<file path="src/rtl/inc16.sv">
// 16-bit incrementer: combinational ripple chain of half adders built from gate primitives,
// plus an enable-gated registered copy of the result with a valid flag.
module inc16 (
    input  logic [15:0] in,
    output logic [15:0] out,
    input  logic        clk,
    input  logic        rst,
    input  logic        en,
    output logic        carry,
    output logic [15:0] out_r,
    output logic        carry_r,
    output logic        valid_r
);

    // c[i] is the carry into stage i; c[0] = 1 supplies the "+1".
    logic [16:0] c;

    assign c[0] = 1'b1;

    for (genvar i = 0; i < 16; i++) begin : g_stage
        xor u_sum   (out[i],   in[i], c[i]);
        and u_carry (c[i + 1], in[i], c[i]);
    end

    assign carry = c[16];

    logic [15:0] out_q;
    logic        carry_q;
    logic        valid_q;

    // Reset takes priority over enable.
    always_ff @(posedge clk) begin
        if (rst) begin
            out_q   <= 16'h0000;
            carry_q <= 1'b0;
            valid_q <= 1'b0;
        end else if (en) begin
            out_q   <= out;
            carry_q <= carry;
            valid_q <= 1'b1;
        end
    end

    assign out_r   = out_q;
    assign carry_r = carry_q;
    assign valid_r = valid_q;

endmodule

</file>
<file path="config.mk">
export PLATFORM = sky130hd
export DESIGN_NAME = inc16
export DESIGN_NICKNAME = d
export VERILOG_FILES = /design/src/rtl/inc16.sv
export SDC_FILE = /design/constraint.sdc
export NUM_CORES = 1
export LEC_CHECK = 0
export BUFFER_PORTS_ARGS = -buffer_cell sky130_fd_sc_hd__buf_2
export CORE_MARGIN = 10
export CORE_UTILIZATION = 44
export CTS_BUF_LIST = sky130_fd_sc_hd__clkbuf_8 sky130_fd_sc_hd__clkbuf_16
export DETAILED_ROUTE_END_ITERATION = 8
export GPL_ROUTABILITY_DRIVEN = 0
export HOLD_SLACK_MARGIN = 0.15
export PLACE_DENSITY = 0.92
export SLEW_MARGIN = 20
export SYNTH_ARGS = -nofsm -noshare
export SYNTH_HDL_FRONTEND = slang
export SYNTH_SLANG_ARGS = --single-unit
export TNS_END_PERCENT = 50
</file>
<file path="constraint.sdc">
create_clock -name clk -period 8.7 [get_ports clk]
set_input_delay 0.87 -clock clk [delete_from_list [all_inputs] [get_ports clk]]
set_output_delay 0.87 -clock clk [all_outputs]
set_load 0.01 [all_outputs]
</file>
Yosys cells after proc, flatten, opt, wreduce, memory -nomap -nowiden
Cells that the tools add are included.

cells by class
  add/sub/neg operators = 0
  $mul = 0
  divide/modulo/power cells = 0
  $lt $le $gt $ge = 0
  equal/unequal tests = 0
  shift operators = 0
  mux-type cells = 0
  bitwise operators = 31
  reduce and logical (&&, ||, !) cells = 0

operators with widths
  cell            number
  AND 1 bit       15
  XOR 1 bit       15
  inverter 1 bit  1

storage, ports and cells
  register bits = 18
  bits in latches = 0
  bits in writable memories = 0
  bits in read-only memories = 0
  bits of input ports = 19
  memories kept = 0

Logic depth before layout (Yosys ltp)
  depth in word-level cells = 15
  mapped depth = 17

Least setup slack after synthesis
Ideal clock, no wire load.

  path type = in2out
  start = in in[0]
  end = out out[15]
  arrival time = 3.594 ns
  data required time = 7.830 ns
  setup slack = 4.236 ns
  stages on the path = 15
  buffers on the path = 0
  path through = ha_1 -> ha_1 -> ha_1 -> ha_1 -> ha_1 -> ha_1 -> ha_1 -> ha_1 -> ha_1 -> ha_1 -> ha_1 -> ha_1 -> ha_1 -> ha_1 -> ha_1

between the ends
  cells in the longest elaborated chain, start to end = 15

ends and longest elaborated chain
  element                   line  RTL
  start: declaration        4     input logic [15:0] in,
  AND 1 bit (14 in series)  22    and u_carry (c[i + 1], in[i], c[i]);
  XOR 1 bit                 21    xor u_sum (out[i], in[i], c[i]);
  end: declaration          5     output logic [15:0] out,

Every way passes these cells.

Worst setup path after layout
Ends and elaborated chain as after synthesis.

==> flow_summary.rst <==
.. list-table::
   :header-rows: 1

   * - Metric
     - Value
   * - RR Endpoint
     - out_r[12]
   * - Number of top-level design ports
     - 54
   * - Post-route setup TNS
     - 0 ps
   * - Top post-synthesis cells by area
     - sky130_fd_sc_hd__dfxtp_1 43%, sky130_fd_sc_hd__ha_1 22%, sky130_fd_sc_hd__mux2i_1 19%, sky130_fd_sc_hd__nor2_1 8.5%, sky130_fd_sc_hd__buf_12 2.4%
   * - Relative area change from synthesis to final layout
     - 37.1%
   * - Fraction of synthesis flops using an asynchronous set or reset pin
     - 0
   * - Area of the core
     - 0.00176 sq mm
   * - Synth Flop Type
     - sky130_fd_sc_hd__dfxtp_1
   * - Later-pin clock latency in the skew report
     - 240 ps
   * - Count of routing violations after the opening detailed-route iteration
     - 14
   * - Largest area contributor in the synthesized netlist
     - sky130_fd_sc_hd__dfxtp_1
   * - Post-cts hold buffer count
     - 0
   * - Number of nets in the synthesized netlist
     - 108
   * - Final count of hold timing violations
     - 0
   * - Count of max-cap constraint violations
     - 0
   * - Post-layout min period
     - 4840 ps
   * - RSZ-0062 raised after global routing
     - no
   * - Critical path cell sequence
     - buf_2, ha_1, ha_1, ha_1, ha_1, ha_1, ha_1, ha_1, ha_1, ha_1, ha_1, ha_1, ha_1, ha_1, ha_1, ha_1, buf_2
   * - Cells on Worst Hold Path
     - 2
   * - Type of the worst setup path
     - in -> out
   * - Achievable clock frequency
     - 207 MHz
   * - Slowest stage cell on the critical path
     - sky130_fd_sc_hd__ha_1
   * - Count of pins over their slew limit
     - 0
   * - Via count
     - 721
   * - Maximum number of pins on one net before global-route repair
     - 20
   * - Leak pwr
     - 0.677 nW
   * - Max stage delay on crit path
     - 280 ps
   * - Final worst path period share
     - 0.556
   * - Yosys warning count
     - 0
   * - Minimum hold slack
     - 462 ps
   * - CTS tree
     - built
   * - Cts repair resizes
     - 0
   * - Areal power density over the cells
     - 166 mW/mm^2
   * - DR DRC count
     - 0
   * - Area of the mapped netlist
     - 837 sq um
   * - Starting density of the core
     - 0.474
   * - CP Launch Type
     - primary input
   * - Number of buffers inserted during clock tree synthesis
     - 3
   * - Ratio of cells with drive above 1 in the final layout
     - 0.457
   * - Skew final
     - 0 ps
   * - Full die area
     - 0.00405 sq mm
   * - Endpoint class of the critical path
     - output pin
   * - Die X
     - 63.6 microns
   * - Filler instances
     - 159
   * - Worst Tran Pin Value
     - 527 ps
   * - Worst reg-to-reg setup slack
     - 8090 ps
   * - Startpoint of the worst hold path
     - valid_r
   * - Netlist cell types
     - 9
   * - End point of the most critical hold path
     - valid_r
   * - Clock tree root driver cell
     - sky130_fd_sc_hd__clkbuf_8
   * - Dominant cell type by count on the critical path
     - sky130_fd_sc_hd__ha_1
   * - Arr. time, crit path
     - 3970 ps
   * - Total Wirelength
     - 2180 microns
   * - Remaining max-slew budget at the tightest pin
     - 0.648
   * - Post-DR vias/cell
     - 4.74
   * - Flip-flop and latch count after synthesis
     - 18
   * - Number of cell rows
     - 15
   * - Worst Reg2Reg Path Length in Cells
     - 2
   * - Buffers from clock root to sink, at most
     - 2
   * - Global-route usage over all layers
     - 0.110
   * - Post-DP HPWL
     - 1850 microns
   * - Most common library cells after synthesis
     - 19 x sky130_fd_sc_hd__nor2_1, 18 x sky130_fd_sc_hd__dfxtp_1, 16 x sky130_fd_sc_hd__mux2i_1
   * - Worst vdd rail ir drop
     - 0.108 mV
   * - Crit Path Max Fanout
     - 3
   * - Post-synthesis cell count
     - 74
   * - Average instance area after synthesis
     - 11.3 sq um
   * - Number of nets in the layout
     - 162
   * - Antenna Cells
     - 0
   * - Count of port buffers added during placement
     - 53
   * - Vias in the first global route
     - 771
   * - Origin of the critical flop-to-flop path
     - out_r[12]
   * - Cell family contributing the most delay on the critical path
     - adder cells
   * - Wire length of the first global-routing pass
     - 3620 microns
   * - Top-count cell post-synth
     - sky130_fd_sc_hd__nor2_1
   * - Share of Yosys cell area claimed by the top area cell type
     - 0.430
   * - Data required, critical path
     - 7830 ps
   * - Die H
     - 63.6 microns
   * - Number of buffers inserted to repair setup after CTS
     - 0
   * - Final global-route overflow total
     - 0
   * - Post-route antenna net violation count
     - 0
   * - Sequential cell area fraction in the yosys report
     - 0.430
   * - Hold Path Class
     - reg -> reg
   * - Worst-path clk slew
     - 60 ps
   * - Antenna violations before repair
     - 0
   * - Number of synthesized flops with an enable pin
     - 0
   * - Count of TritonRoute iterations in the first routing pass
     - 4
   * - Clock sink count
     - 18
   * - WP buf/inv
     - 2
   * - Htree depth
     - 1
   * - Status
     - finished, final reports clean
   * - Routed len/inst
     - 14.3 microns
   * - Finish-stage setup viols
     - 0
-- worst register-to-register path, stage by stage (launching register included) --
cell and delay (ps):
sky130_fd_sc_hd__dfxtp_1 310, sky130_fd_sc_hd__mux2i_1 140, sky130_fd_sc_hd__nor2_1 50
-- layout make-up --
type / count / area [sq um] / area share
clock buffers: 4 / 55.1 / 0.0480
flip-flops and latches: 18 / 360 / 0.314
multi-input cells: 51 / 432 / 0.376
inverters: 1 / 3.75 / 0.00327
well taps: 25 / 31.3 / 0.0273
repair buffers: 53 / 265 / 0.231
-- metal layers --
layer / up-vias / track usage / wire length (microns)
met3: 4 / 0.0353 / 149
met2: 26 / 0.201 / 1200
met4: 0 / 0.0656 / 55
li1: 359 / - / -
met5: - / 0 / 0
met1: 332 / 0.104 / 765
-- power breakdown --
group | leakage, nW | switching [mW] | internal, mW | total (mW)
logic | 0.499 | 0.0189 | 0.0160 | 0.0349
registers | 0.149 | 0.00220 | 0.0875 | 0.0897
clock network | 0.0288 | 0.0253 | 0.0401 | 0.0654
total | 0.677 | 0.0464 | 0.144 | 0.190
-- stage by stage --
stage	worst slack (ps)	instances	power (mW)	util	area, sq um
after floorplan	4240	74	0.113	-	837
after global placement	3870	148	0.126	0.619	1090
after detailed placement	3840	148	0.127	0.619	1090
after CTS	3830	152	0.193	0.650	1150
after global routing	3660	152	0.201	0.650	1150
final	3860	152	0.190	0.650	1150
-- registers in the layout (all words and copies together), names as in the netlist --
| signal | cells |
|---|---|
| carry_r | 1 |
| out_r | 16 |
| valid_r | 1 |
-- cells in the final DEF (no fill, tap or decap) --
cell type	instances
sky130_fd_sc_hd__inv_1	1
sky130_fd_sc_hd__ha_1	15
sky130_fd_sc_hd__dfxtp_1	18
sky130_fd_sc_hd__nor2_1	19
sky130_fd_sc_hd__buf_2	53
sky130_fd_sc_hd__clkbuf_8	4
sky130_fd_sc_hd__mux2i_1	16
sky130_fd_sc_hd__a211oi_2	1
-- cell families (layout without fill, tap and decap cells) --
group	count (synthesis)	after routing	synth area share
AOI/OAI and AO/OA	1	1	0.0149
and+or+nand+nor	19	19	0.0852
adders and majority gates	15	15	0.224
buffers and inverters	5	58	0.0538
DFF	18	18	0.430
muxes	16	16	0.191
-- how the worst max path moves through the flow --
stage          startpoint  endpoint  slack, ps  depth (start not counted)
2_1_floorplan       in[0]   out[15]       4240                         15
3_3_place_gp        in[0]   out[15]       3870                         17
3_5_place_dp        in[0]   out[15]       3840                         17
4_1_cts             in[0]   out[15]       3830                         17
5_1_grt             in[0]   out[15]       3660                         17
6_report            in[0]   out[15]       3860                         17
No activity file was read; power rests on OpenSTA's default activity.
